`src/rtl/spi_master_if.sv`:
```
// spi_master_if -- host bus seen by the SPI master.
//   addr     : register select (bus A1..A0)
//   _sel     : active-low register select from the address decode
//   rw       : 1 = read, 0 = write
//   dataIn   : bus write data
//   dataOut  : register read data, combinational on addr
// The master modport is the CPU/bus side; the slave modport is the SPI block.
interface spi_master_if;
    logic [1:0] addr;
    logic       _sel;
    logic       rw;
    logic [7:0] dataIn;
    logic [7:0] dataOut;

    modport master (output addr, output _sel, output rw, output dataIn, input dataOut);
    modport slave  (input addr, input _sel, input rw, input dataIn, output dataOut);
endinterface

```
`src/rtl/spi_master.sv`:
```
// spi_master -- byte-wide mode-0 SPI master behind a small 4-register bus window.
// Ports:
//   fclk      : sole clock
//   _reset    : asynchronous active-low reset
//   bus       : spi_master_if.slave (addr, _sel, rw, dataIn, dataOut)
//   spi_clk   : SCK, idles low, MISO sampled on its rising edge
//   spi_mosi  : serial out, MSB first, holds its last value while idle
//   spi_miso  : serial in
//   spi_cs    : chip select, driven straight from CTRL bit 0
//   busy      : high while a byte is shifting
// Register map: 0 DATA, 1 CTRL/STATUS {busy, overrun, 5'b0, cs}, 2 DIV, 3 reads 0x00.
// Build option: define SPI_DIVIDER_EN to make DIV a writable half-period count;
// otherwise SCK runs at fclk/2 and address 2 reads as zero.
module spi_master (
    input  logic        fclk,
    input  logic        _reset,
    spi_master_if.slave bus,
    output logic        spi_clk,
    output logic        spi_mosi,
    input  logic        spi_miso,
    output logic        spi_cs,
    output logic        busy
);
    typedef enum logic [1:0] {ST_IDLE = 2'd0, ST_LOW = 2'd1, ST_HIGH = 2'd2} state_t;

    state_t     state_q, state_d;
    logic       sel_s1_q, sel_s1_d, sel_s2_q, sel_s2_d;
    logic       wr_pend_q, wr_pend_d;
    logic [1:0] cap_addr_q, cap_addr_d;
    logic [7:0] cap_data_q, cap_data_d;
    logic [2:0] bit_cnt_q, bit_cnt_d;
    logic [7:0] div_cnt_q, div_cnt_d;
    logic [7:0] h_q, h_d;
    logic [7:0] tx_q, tx_d;
    logic [7:0] rx_q, rx_d;
    logic [7:0] rd_data_q, rd_data_d;
    logic       sck_q, sck_d;
    logic       mosi_q, mosi_d;
    logic       cs_q, cs_d;
    logic       busy_q, busy_d;
    logic       ovr_q, ovr_d;
    logic       sel_rise_s, commit_s, start_s;
    logic [7:0] div_rd_s;
    logic [7:0] rd_s;

`ifdef SPI_DIVIDER_EN
    logic [7:0] div_q, div_d;
    assign div_rd_s = div_q;
`else
    assign div_rd_s = 8'h00;
`endif

    // Bus write capture/commit, register writes and the shift FSM next state.
    always_comb begin
        sel_s1_d   = bus._sel;
        sel_s2_d   = sel_s1_q;
        cap_addr_d = cap_addr_q;
        cap_data_d = cap_data_q;
        wr_pend_d  = wr_pend_q;
        state_d    = state_q;
        bit_cnt_d  = bit_cnt_q;
        div_cnt_d  = div_cnt_q;
        h_d        = h_q;
        tx_d       = tx_q;
        rx_d       = rx_q;
        rd_data_d  = rd_data_q;
        sck_d      = sck_q;
        mosi_d     = mosi_q;
        cs_d       = cs_q;
        busy_d     = busy_q;
        ovr_d      = ovr_q;
        start_s    = 1'b0;
`ifdef SPI_DIVIDER_EN
        div_d      = div_q;
`endif

        // Synchronised _sel going high closes the access; the commit below
        // uses the values captured on earlier edges of the low period.
        sel_rise_s = sel_s1_q && !sel_s2_q;
        commit_s   = sel_rise_s && wr_pend_q;

        if (!sel_s2_q && !bus.rw) begin
            cap_addr_d = bus.addr;
            cap_data_d = bus.dataIn;
        end else begin
            cap_addr_d = cap_addr_q;
        end

        if (sel_rise_s) begin
            wr_pend_d = 1'b0;
        end else if (!sel_s2_q && !bus.rw) begin
            wr_pend_d = 1'b1;
        end else begin
            wr_pend_d = wr_pend_q;
        end

        if (commit_s) begin
            case (cap_addr_q)
                2'd0: begin
                    if (state_q == ST_IDLE) begin
                        start_s = 1'b1;
                    end else begin
                        ovr_d = 1'b1;
                    end
                end
                2'd1: begin
                    cs_d = cap_data_q[0];
                    if (cap_data_q[6]) begin
                        ovr_d = 1'b0;
                    end else begin
                        ovr_d = ovr_q;
                    end
                end
                2'd2: begin
`ifdef SPI_DIVIDER_EN
                    div_d = cap_data_q;
`endif
                end
                default: begin
                    start_s = 1'b0;
                end
            endcase
        end else begin
            start_s = 1'b0;
        end

        case (state_q)
            ST_IDLE: begin
                if (start_s) begin
                    state_d   = ST_LOW;
                    tx_d      = cap_data_q;
                    mosi_d    = cap_data_q[7];
                    bit_cnt_d = 3'd0;
                    div_cnt_d = 8'd0;
                    sck_d     = 1'b0;
                    busy_d    = 1'b1;
                    h_d       = div_rd_s;    // DIV is latched once per byte
                end else begin
                    state_d = ST_IDLE;
                end
            end
            ST_LOW: begin
                if (div_cnt_q == h_q) begin
                    sck_d     = 1'b1;
                    rx_d      = {rx_q[6:0], spi_miso};
                    div_cnt_d = 8'd0;
                    state_d   = ST_HIGH;
                end else begin
                    div_cnt_d = div_cnt_q + 8'd1;
                end
            end
            ST_HIGH: begin
                if (div_cnt_q == h_q) begin
                    sck_d     = 1'b0;
                    div_cnt_d = 8'd0;
                    if (bit_cnt_q == 3'd7) begin
                        rd_data_d = rx_q;
                        busy_d    = 1'b0;
                        state_d   = ST_IDLE;
                    end else begin
                        bit_cnt_d = bit_cnt_q + 3'd1;
                        tx_d      = {tx_q[6:0], 1'b0};
                        mosi_d    = tx_q[6];
                        state_d   = ST_LOW;
                    end
                end else begin
                    div_cnt_d = div_cnt_q + 8'd1;
                end
            end
            default: begin
                state_d = ST_IDLE;
                busy_d  = 1'b0;
            end
        endcase
    end

    // State and register update; reset also aborts any byte in flight.
    always_ff @(posedge fclk or negedge _reset) begin
        if (!_reset) begin
            state_q    <= ST_IDLE;
            sel_s1_q   <= 1'b1;
            sel_s2_q   <= 1'b1;
            wr_pend_q  <= 1'b0;
            cap_addr_q <= 2'd0;
            cap_data_q <= 8'h00;
            bit_cnt_q  <= 3'd0;
            div_cnt_q  <= 8'd0;
            h_q        <= 8'd0;
            tx_q       <= 8'h00;
            rx_q       <= 8'h00;
            rd_data_q  <= 8'hFF;
            sck_q      <= 1'b0;
            mosi_q     <= 1'b1;
            cs_q       <= 1'b1;
            busy_q     <= 1'b0;
            ovr_q      <= 1'b0;
`ifdef SPI_DIVIDER_EN
            div_q      <= 8'h09;
`endif
        end else begin
            state_q    <= state_d;
            sel_s1_q   <= sel_s1_d;
            sel_s2_q   <= sel_s2_d;
            wr_pend_q  <= wr_pend_d;
            cap_addr_q <= cap_addr_d;
            cap_data_q <= cap_data_d;
            bit_cnt_q  <= bit_cnt_d;
            div_cnt_q  <= div_cnt_d;
            h_q        <= h_d;
            tx_q       <= tx_d;
            rx_q       <= rx_d;
            rd_data_q  <= rd_data_d;
            sck_q      <= sck_d;
            mosi_q     <= mosi_d;
            cs_q       <= cs_d;
            busy_q     <= busy_d;
            ovr_q      <= ovr_d;
`ifdef SPI_DIVIDER_EN
            div_q      <= div_d;
`endif
        end
    end

    // Register read mux; the bus drives this only while selected.
    always_comb begin
        rd_s = 8'h00;
        case (bus.addr)
            2'd0:    rd_s = rd_data_q;
            2'd1:    rd_s = {busy_q, ovr_q, 5'b00000, cs_q};
            2'd2:    rd_s = div_rd_s;
            default: rd_s = 8'h00;
        endcase
    end

    assign bus.dataOut = rd_s;
    assign spi_clk     = sck_q;
    assign spi_mosi    = mosi_q;
    assign spi_cs      = cs_q;
    assign busy        = busy_q;
endmodule

```
`src/flat_wrapper.sv`:
```
// flat-port wrapper written by rule: the top's interface ports become plain ports
module spi_master_flat 
  (fclk, _reset, spi_clk, spi_mosi, spi_miso, spi_cs, busy, bus_addr, bus__sel, bus_rw, bus_dataIn, bus_dataOut);
  spi_master_if bus_i ();
  input  logic fclk;
  input  logic _reset;
  output logic spi_clk;
  output logic spi_mosi;
  input  logic spi_miso;
  output logic spi_cs;
  output logic busy;
  input wire logic [$bits(bus_i.addr)-1:0] bus_addr;
  input wire logic [$bits(bus_i._sel)-1:0] bus__sel;
  input wire logic [$bits(bus_i.rw)-1:0] bus_rw;
  input wire logic [$bits(bus_i.dataIn)-1:0] bus_dataIn;
  output wire logic [$bits(bus_i.dataOut)-1:0] bus_dataOut;
  assign bus_i.addr = bus_addr;
  assign bus_i._sel = bus__sel;
  assign bus_i.rw = bus_rw;
  assign bus_i.dataIn = bus_dataIn;
  assign bus_dataOut = bus_i.dataOut;
  spi_master u_core (.fclk(fclk), ._reset(_reset), .bus(bus_i), .spi_clk(spi_clk), .spi_mosi(spi_mosi), .spi_miso(spi_miso), .spi_cs(spi_cs), .busy(busy));
endmodule
```
`config.mk`:
```
export PLATFORM = sky130hd
export DESIGN_NAME = spi_master_flat
export DESIGN_NICKNAME = d
export VERILOG_FILES = /design/src/rtl/spi_master_if.sv /design/src/rtl/spi_master.sv /design/src/flat_wrapper.sv
export SDC_FILE = /design/constraint.sdc
export NUM_CORES = 1
export LEC_CHECK = 0
export BUFFER_PORTS_ARGS = -buffer_cell sky130_fd_sc_hd__buf_2
export CORE_ASPECT_RATIO = 1.25
export CORE_UTILIZATION = 55
export CTS_CLUSTER_SIZE = 30
export DETAILED_ROUTE_END_ITERATION = 7
export GPL_ROUTABILITY_DRIVEN = 0
export MAX_ROUTING_LAYER = met4
export PLACE_DENSITY = 0.75
export SETUP_SLACK_MARGIN = 0.1
export SYNTH_ARGS = -nofsm -noshare
export SYNTH_HDL_FRONTEND = slang
export SYNTH_SLANG_ARGS = --single-unit
```
`constraint.sdc`:
```
create_clock -name fclk -period 5.19 [get_ports fclk]
set_clock_uncertainty 0.2 [all_clocks]
set_input_delay 0.519 -clock fclk [delete_from_list [all_inputs] [get_ports fclk]]
set_output_delay 0.519 -clock fclk [all_outputs]
set_load 0.01 [all_outputs]
```
==> impl_metrics.json, run 1 <==
{
  "status": "completed",
  "htree_num_levels": 2,
  "cts_tree": "done",
  "rows": 27,
  "routed-via-count": 1637,
  "combPwrFrac_pct": 30.7,
  "route.detailed.drc": 0,
  "yosys_warnings": 0,
  "grt_pass1_wl_um": 7817,
  "power_density_nw_per_um2": 406.1,
  "nFillCells": 349,
  "wl_um": 4383,
  "dieWidth_um": 63.87,
  "ant_nets": 0,
  "clock_latency_ns": 0.30,
  "ir_drop_v": 0.0002173,
  "cts_sinks": 54,
  "clockPowerShare_pct": 18.8,
  "root_buffer": "clkbuf_8",
  "fin_util_pct": 64.52,
  "synthArstFlopShare_pct": 100.0,
  "critPathArrivalTime_ns": 2.68,
  "syn-instance-count": 207,
  "floorplan.initialDensity_pct": 58.56,
  "synth-main-ff-cell": "dfrtp_1",
  "finalMaxSlewViolations": 0,
  "ctsHoldBuffers": 0,
  "max_clock_freq_ghz": 0.3791,
  "path_cells": "nor4bb_1 > a22oi_1 > nor2_1 > mux2_2",
  "die_y_um": 79.33,
  "grt_max_degree": 55,
  "cap_violations": 0,
  "syn_nets": 232,
  "cp_slowest_stage_delay_ns": 0.82,
  "syn2layout_area_growth_pct": 10.18,
  "setup_viol": 0,
  "yosys.area_share.adder_pct": 4.755,
  "synth.area.mux_share_pct": 21.26,
  "synth_edf_count": 0,
  "portBuffers": 26,
  "drt_iter0_drc": 54,
  "relSlewSlack_pct": 35.96,
  "synth-simple-area-share_pct": 11.32,
  "pwr-share-seq_pct": 50.5,
  "grt_setup_unrepaired": "false",
  "synth_seq_cells": 54,
  "slowest_stage": "nor4bb_1",
  "synth_compound_area_share_pct": 8.464,
  "postCtsSetupBuffers": 0,
  "diodes": 0,
  "final_hold_viol_count": 0,
  "first_pass_iters": 4,
  "power.total_mw": 1.177,
  "ios": 27,
  "synth_seq_area_share_pct": 51.93,
  "synth_xor_area_share_pct": 0,
  "cp-end-kind": "register",
  "cts_resized": 0,
  "grt_pass1_vias": 1676,
  "antenna_found_initial": 0,
  "clockBufferDepth": 2,
  "hold_class": "primary input to register",
  "synth_top_family_by_area": "multiplexers",
  "grt_use_total_pct": 20.82,
  "hpwl_um": 3218,
  "fin_crit_ns": 2.638,
  "viasPerCell": 5.549,
  "crit_path_start_kind": "register",
  "coreArea_um2": 4493,
  "dieArea_um2": 5066,
  "layout.nets": 261,
  "path_max_fanout": 7,
  "cts_buffers": 5,
  "reg2reg_slack_ns": 2.55,
  "wl_per_cell_um": 14.86,
  "switchingPower_mw": 0.3584,
  "grt-ovfl-total": 0,
  "crit_family": "simple AND/OR/NAND/NOR gates",
  "p_int_mw": 0.8190,
  "drive_gt1_share_pct": 40.51,
  "p_leak_nw": 1.380,
  "period_share_pct": 50.83,
  "syn_area_um2": 2631,
  "path_clk_slew_ns": 0.09,
  "yosysUniqueCellTypes": 38,
  "syn_area_per_cell_um2": 12.71,
  "setup_tns_ns": 0,
  "sw_frac_of_total_pct": 30.44,
  "worst_pin_slew_ns": 0.9476,
  "critPathKind": "register to register",
  "critPathRequiredTime_ns": 5.23,
  "crit_buf_inv": 0
}
==> layout by cell type (no fill, tap or decap), drive strengths merged, types with 7 or more instances in the layout <==
cell type,n
mux2,45
dfrtp,42
buf,27
nor2,15
dfstp,12
ha,10
o21ai,10
inv,9
a22o,8
a21oi,7
nand2,7
clkbuf,7
==> final timing paths <==
path                                  from                   end  depth (start not counted)
setup reg to reg           u_core.sel_s1_q   u_core.div_cnt_q[0]                          4
setup / recovery           u_core.sel_s1_q   u_core.div_cnt_q[0]                          4
max in group asynchronous           _reset   u_core.div_cnt_q[6]                          2
hold reg to reg            u_core.sel_s1_q       u_core.sel_s2_q                          0
min in group asynchronous           _reset  u_core.cap_data_q[5]                          2
hold / removal                    bus__sel       u_core.sel_s1_q                          1
==> sequential cells by signal, summed over array words and instances (netlist names), 2 cells and up <==
register and flops:
u_core.bit_cnt_q 3, u_core.rx_q 8, u_core.tx_q 7, u_core.cap_addr_q 2, u_core.cap_data_q 8, u_core.rd_data_q 8, u_core.div_cnt_q 8, u_core.state_q 2
==> cell type report <==
| type | count | area (um^2) | area share (%) |
|---|---|---|---|
| flip-flops and latches | 54 | 1366 | 47.13 |
| multi-input cells | 139 | 1205 | 41.56 |
| clock buffers | 7 | 76.32 | 2.633 |
| inverters | 9 | 33.78 | 1.165 |
| clock inverters | 1 | 7.507 | 0.2590 |
| well taps | 58 | 72.57 | 2.503 |
| repair buffers | 27 | 137.6 | 4.748 |
==> synth_stat cells, types with 2 or more instances <==
cell      instances  share of area (%)
inv_1             9                1.3
buf_1             2               0.29
nand2_1           6               0.86
nor2b_1           6                1.4
or3_1             2               0.48
and3_1            4               0.95
mux2_2           39                 17
mux2i_1           3                1.1
dfstp_2          12                 12
nor2_1           14                2.0
a21oi_1           7                1.3
nor3_1            2               0.38
dfrtp_1          42                 40
ha_1             10                4.8
mux2_4            6                3.4
and2_1            5                1.2
a22o_1            8                2.7
o21ai_0           9                1.7
clkbuf_1          2               0.29
==> stage by stage <==
stage,cells,instance area [um^2],hold slack [ns],setup WS [ns]
floorplan,207,2631,0.02341,3.072
global placement,287,2815,0.1680,2.648
detailed placement,287,2815,0.1715,2.591
CTS,295,2899,0.09957,2.584
global route,295,2899,0.1024,2.404
finish,295,2899,0.1084,2.552
==> kinds of logic after synthesis <==
group           after synthesis
fa+ha+maj                    10
buf+inv                      14
mux                          48
compound gates               32
flops                        54
simple gates                 49
==> per-layer routing <==
| metal | wire length, um | vias to the layer above | share of wire [%] | track usage, % |
|---|---|---|---|---|
| met5 | 0 | - | 0 | - |
| met4 | 64 | 0 | 1.5 | 7.273 |
| met3 | 126 | 5 | 2.9 | 4.310 |
| met2 | 2179 | 23 | 50 | 34.26 |
| met1 | 2013 | 808 | 46 | 25.40 |
| li1 | - | 801 | - | - |
==> power groups by stage <==
stage	Combinational, mW	Clock (mW)	Sequential [mW]
3_5_place_dp	0.364	0	0.602
5_1_grt	0.402	0.244	0.611
6_report	0.361	0.222	0.594
3_3_place_gp	0.355	0	0.597
2_1_floorplan	0.288	0	0.587
4_1_cts	0.365	0.231	0.594
Note: power is estimated with default switching activity, not from simulation.
==> run 2, diff against run 1 <==
- clock period: 5.19 -> 2.5 ns (I/O delays scaled with it)
==> run 2 against run 1 <==
Final area increased by 5.7%; global-route usage about the same; first-iteration DRC count increased by 17%; largest cell class unchanged; critical path type unchanged; total power increased by 120%.
==> impl_metrics.json, run 2 (same netlist as run 1, synthesis figures left out) <==
{
  "design_area_um2": 3065,
  "power.total_mw": 2.547,
  "power_density_nw_per_um2": 830.9,
  "grt-ovfl-total": 0,
  "critPathArrivalTime_ns": 2.18,
  "hold_slack_ns": 0.05049,
  "dieWidth_um": 63.87,
  "hold_class": "primary input to register",
  "first_pass_iters": 4,
  "syn2layout_area_growth_pct": 16.50,
  "path_max_fanout": 6,
  "setup_tns_ns": 0,
  "drt_iter0_drc": 63,
  "dieArea_um2": 5066,
  "layout_common_cells": "dfrtp_1 (42), mux2_2 (39), buf_2 (26)",
  "status": "completed",
  "drive_gt1_share_pct": 40.87,
  "hpwl_um": 3319,
  "grt_use_total_pct": 20.81,
  "cp-end-kind": "register",
  "dp.cells": 291,
  "clock_latency_ns": 0.30,
  "grt_pass1_vias": 1680,
  "die_y_um": 79.33,
  "cts_sinks": 54,
  "wl_um": 4499,
  "viasPerCell": 5.429,
  "crit_path_start_kind": "register",
  "grt_max_degree": 26,
  "clockBufferDepth": 2,
  "layout.nets": 276,
  "rows": 27,
  "cap_violations": 0,
  "ant_nets": 0,
  "placed_area_um2": 2845,
  "floorplan.initialDensity_pct": 58.56,
  "max_clock_freq_ghz": 0.4583,
  "grt_pass1_wl_um": 7859,
  "routed-via-count": 1683,
  "route.detailed.drc": 0,
  "ir_drop_v": 0.0003934,
  "setup_viol": 0,
  "relSlewSlack_pct": 39.59,
  "diodes": 0,
  "coreArea_um2": 4493,
  "period_share_pct": 87.28,
  "path_clk_slew_ns": 0.09,
  "worst_pin_slew_ns": 0.9028,
  "postCtsSetupBuffers": 0,
  "antenna_found_initial": 0,
  "critPathKind": "register to register",
  "fin_crit_ns": 2.182,
  "htree_num_levels": 2,
  "final_common_cell": "dfrtp_1",
  "final_hold_viol_count": 0,
  "portBuffers": 26,
  "finalMaxSlewViolations": 0,
  "ios": 27,
  "cts_tree": "done",
  "cts_buffers": 5,
  "root_buffer": "clkbuf_8",
  "p_leak_nw": 1.462,
  "wl_per_cell_um": 14.51,
  "fin_cells": 310,
  "grt_setup_unrepaired": "false",
  "critPathRequiredTime_ns": 2.50
}
==> run 2: cell types whose count changed in the layout (fill, tap and decap cells not counted) <==
cell,delta
dlygate4sd3_1,+11
buf_4,+4
a22oi_1,-1
a22oi_2,+1
clkbuf_1,-1
clkbuf_8,+1
clkinvlp_4,-1
inv_6,+1
nor2b_1,-1
nor2b_2,+1
o21bai_2,-1
o21bai_4,+1
==> run 2: timing repair <==
item | CTS | global route
hold buffers | 11 | 0
gates resized for setup | 0 | 3
setup endpoints to repair | 0 | 9
endpoints found under the hold margin | 38 | 0
==> run 2: worst paths after layout <==
path                                      from                   end  slack (ns)  cells past startpoint
max in group asynchronous               _reset   u_core.rd_data_q[5]        1.24                      3
min reg2reg                    u_core.sel_s1_q       u_core.sel_s2_q        0.19                      0
max reg2reg                u_core.div_cnt_q[0]   u_core.div_cnt_q[0]        0.32                      6
min                                bus_addr[1]  u_core.cap_addr_q[1]        0.05                      2
max                        u_core.div_cnt_q[0]   u_core.div_cnt_q[0]        0.32                      6
min in group asynchronous               _reset  u_core.cap_data_q[4]        0.18                      2
==> run 2: cell type report <==
| type | instances | area [um^2] |
|---|---|---|
| Clock inverter | 1 | 8.758 |
| Fill cell | 330 | 1428 |
| Tap cell | 58 | 72.57 |
| Multi-Input combinational cell | 139 | 1220 |
| Timing Repair Buffer | 42 | 277.8 |
| Inverter | 9 | 33.78 |
| Sequential cell | 54 | 1366 |
| Clock buffer | 7 | 86.33 |
==> run 2: worst max-delay path, stage by stage (launching register included) <==
cell and delay [ns]:
dfrtp_1 0.42, inv_1 0.09, ha_1 0.13, or4b_4 0.51
o21ai_2 0.26, nor2_1 0.17, mux2_2 0.29
==> run 2: layer usage <==
metal | global-route usage, % | vias up | wire length, um
li1 | - | 830 | -
met2 | 34.36 | 34 | 2219
met4 | 6.136 | 0 | 49
met1 | 26.02 | 814 | 2090
met5 | - | - | 0
met3 | 3.879 | 5 | 139
==> run 2: report_power, final <==
part	switching [mW]	internal [mW]	total [mW]
Clock	0.278	0.229	0.507
Sequential	0.143	1.09	1.23
Combinational	0.360	0.446	0.806
Total	0.781	1.77	2.55
==> run 2: through the flow <==
step / util (%) / worst slack, ns
after floorplan: - / 0.3821
after CTS: 67.89 / 0.2320
final: 68.23 / 0.3180
after global placement: 63.32 / 0.2879
after global routing: 68.23 / 0.2009
after detailed placement: 63.32 / 0.2498
==> run 3, diff against run 2 <==
- CORE_UTILIZATION: 55 -> 45
- PLACE_DENSITY: 0.75 -> 0.67
==> run 3 against run 2 <==
Final area down 0.20%; worst setup slack worse by 0.093 ns; hold slack better by 0.0023 ns; sequential power about the same; first-iteration DRC count up 14%; sequential cell count unchanged; combinational power down 3.7%; largest power group unchanged; highest routed layer unchanged.
==> impl_metrics.json, run 3 (same netlist as run 1, synthesis figures left out) <==
{
  "drt_iter0_drc": 72,
  "rows": 30,
  "dp.cells": 295,
  "die_y_um": 87.50,
  "busiest_layer": "met2",
  "critPathRequiredTime_ns": 2.50,
  "viasPerCell": 5.427,
  "critPathKind": "register to register",
  "postCtsSetupBuffers": 0,
  "first_pass_iters": 4,
  "ios": 27,
  "grt_setup_unrepaired": "false",
  "grt_util_met1_pct": 21.00,
  "r2r_cells": 6,
  "wl_per_cell_um": 15.19,
  "clock_latency_ns": 0.31,
  "cts_tree": "done",
  "placed_area_um2": 2850,
  "coreArea_um2": 5518,
  "portBuffers": 26,
  "critPathArrivalTime_ns": 2.28,
  "grt_pass1_wl_um": 8066,
  "final_common_cell": "dfrtp_1",
  "wl_um": 4769,
  "power_density_nw_per_um2": 829.6,
  "routed-via-count": 1704,
  "use_met2_pct": 29.00,
  "hpwl_um": 3391,
  "hold_slack_ns": 0.05280,
  "reg2reg_slack_ns": 0.22,
  "layout_common_cells": "dfrtp_1 (42), mux2_2 (39), buf_2 (26)",
  "floorplan.initialDensity_pct": 47.69,
  "grt_use_total_pct": 17.18,
  "hold_end": "u_core.cap_addr_q[1]",
  "route.detailed.drc": 0,
  "syn2layout_area_growth_pct": 16.26,
  "p_leak_nw": 1.451,
  "cts_sinks": 54,
  "final_hold_viol_count": 0,
  "fin_crit_ns": 2.275,
  "grt_max_degree": 32,
  "layout.nets": 274,
  "htree_num_levels": 2,
  "reg2reg_from": "u_core.div_cnt_q[0]",
  "fin_cells": 314,
  "diodes": 0,
  "grt-ovfl-total": 0,
  "crit_path_start_kind": "register",
  "r2r-end": "u_core.tx_q[2]",
  "finalMaxSlewViolations": 0,
  "cp-startpoint": "u_core.div_cnt_q[0]",
  "ant_nets": 0,
  "fin_util_pct": 55.44,
  "ir_drop_v": 0.0004591,
  "setup_slack_ns": 0.2247,
  "cap_violations": 0,
  "grt_pass1_vias": 1714,
  "path_clk_slew_ns": 0.10,
  "hp-start": "bus_addr[1]",
  "clockBufferDepth": 2,
  "preCtsSetupSlack_ns": 0.2155,
  "max_clock_freq_ghz": 0.4395,
  "cts_resized": 0,
  "hold_class": "primary input to register",
  "met3_usage_pct": 2.546,
  "antenna_found_initial": 0,
  "min_path_cells": 2,
  "design_area_um2": 3059,
  "worst_pin_slew_ns": 0.8888,
  "drive_gt1_share_pct": 40.00,
  "path_max_fanout": 11,
  "root_buffer": "clkbuf_8",
  "dieArea_um2": 6159,
  "relSlewSlack_pct": 40.53,
  "cts_buffers": 5,
  "power.total_mw": 2.538,
  "status": "completed",
  "cp-end-kind": "register",
  "setup_viol": 0,
  "period_share_pct": 91.01,
  "dieWidth_um": 70.40,
  "setup_tns_ns": 0
}
==> run 3: repair_timing <==
| item | 4_1_cts | 5_1_grt |
|---|---|---|
| endpoints found under the hold margin | 32 | 0 |
| hold buffers | 11 | 0 |
| setup endpoints to repair | 0 | 0 |
==> run 3: critical path: stages (launching register included) <==
cell and delay (ns):
dfrtp_1 0.42, inv_1 0.10, ha_1 0.15, or4b_4 0.52
nor2_8 0.19, o21bai_2 0.24, mux2_4 0.36
==> run 3: layout make-up <==
| type | count | area, um^2 |
|---|---|---|
| Sequential cell | 54 | 1366 |
| Inverter | 9 | 33.78 |
| Multi-Input combinational cell | 139 | 1205 |
| Tap cell | 64 | 80.08 |
| Fill cell | 450 | 2459 |
| Clock inverter | 2 | 16.27 |
| Clock buffer | 6 | 82.58 |
| Timing Repair Buffer | 40 | 275.3 |
==> run 3: worst max path at each step <==
stage	to	slack [ns]	cells past startpoint
detailed placement	u_core.tx_q[2]	0.22	6
finish	u_core.tx_q[2]	0.22	6
global route	u_core.tx_q[2]	0.10	6
CTS	u_core.tx_q[2]	0.21	6
global placement	u_core.tx_q[3]	0.29	6
floorplan	u_core.tx_q[2]	0.38	7
==> run 3: where the power goes <==
group          internal [mW]  total, mW  switching, mW
combinational          0.429      0.776          0.347
sequential              1.09       1.24          0.145
clock                  0.229      0.526          0.297
total                   1.75       2.54          0.789
==> run 3: routing by layer <==
| layer | up-vias | routed length [um] |
|---|---|---|
| met2 | 26 | 2390 |
| met4 | 0 | 61 |
| met5 | - | 0 |
| met1 | 850 | 2191 |
| li1 | 823 | - |
| met3 | 5 | 124 |
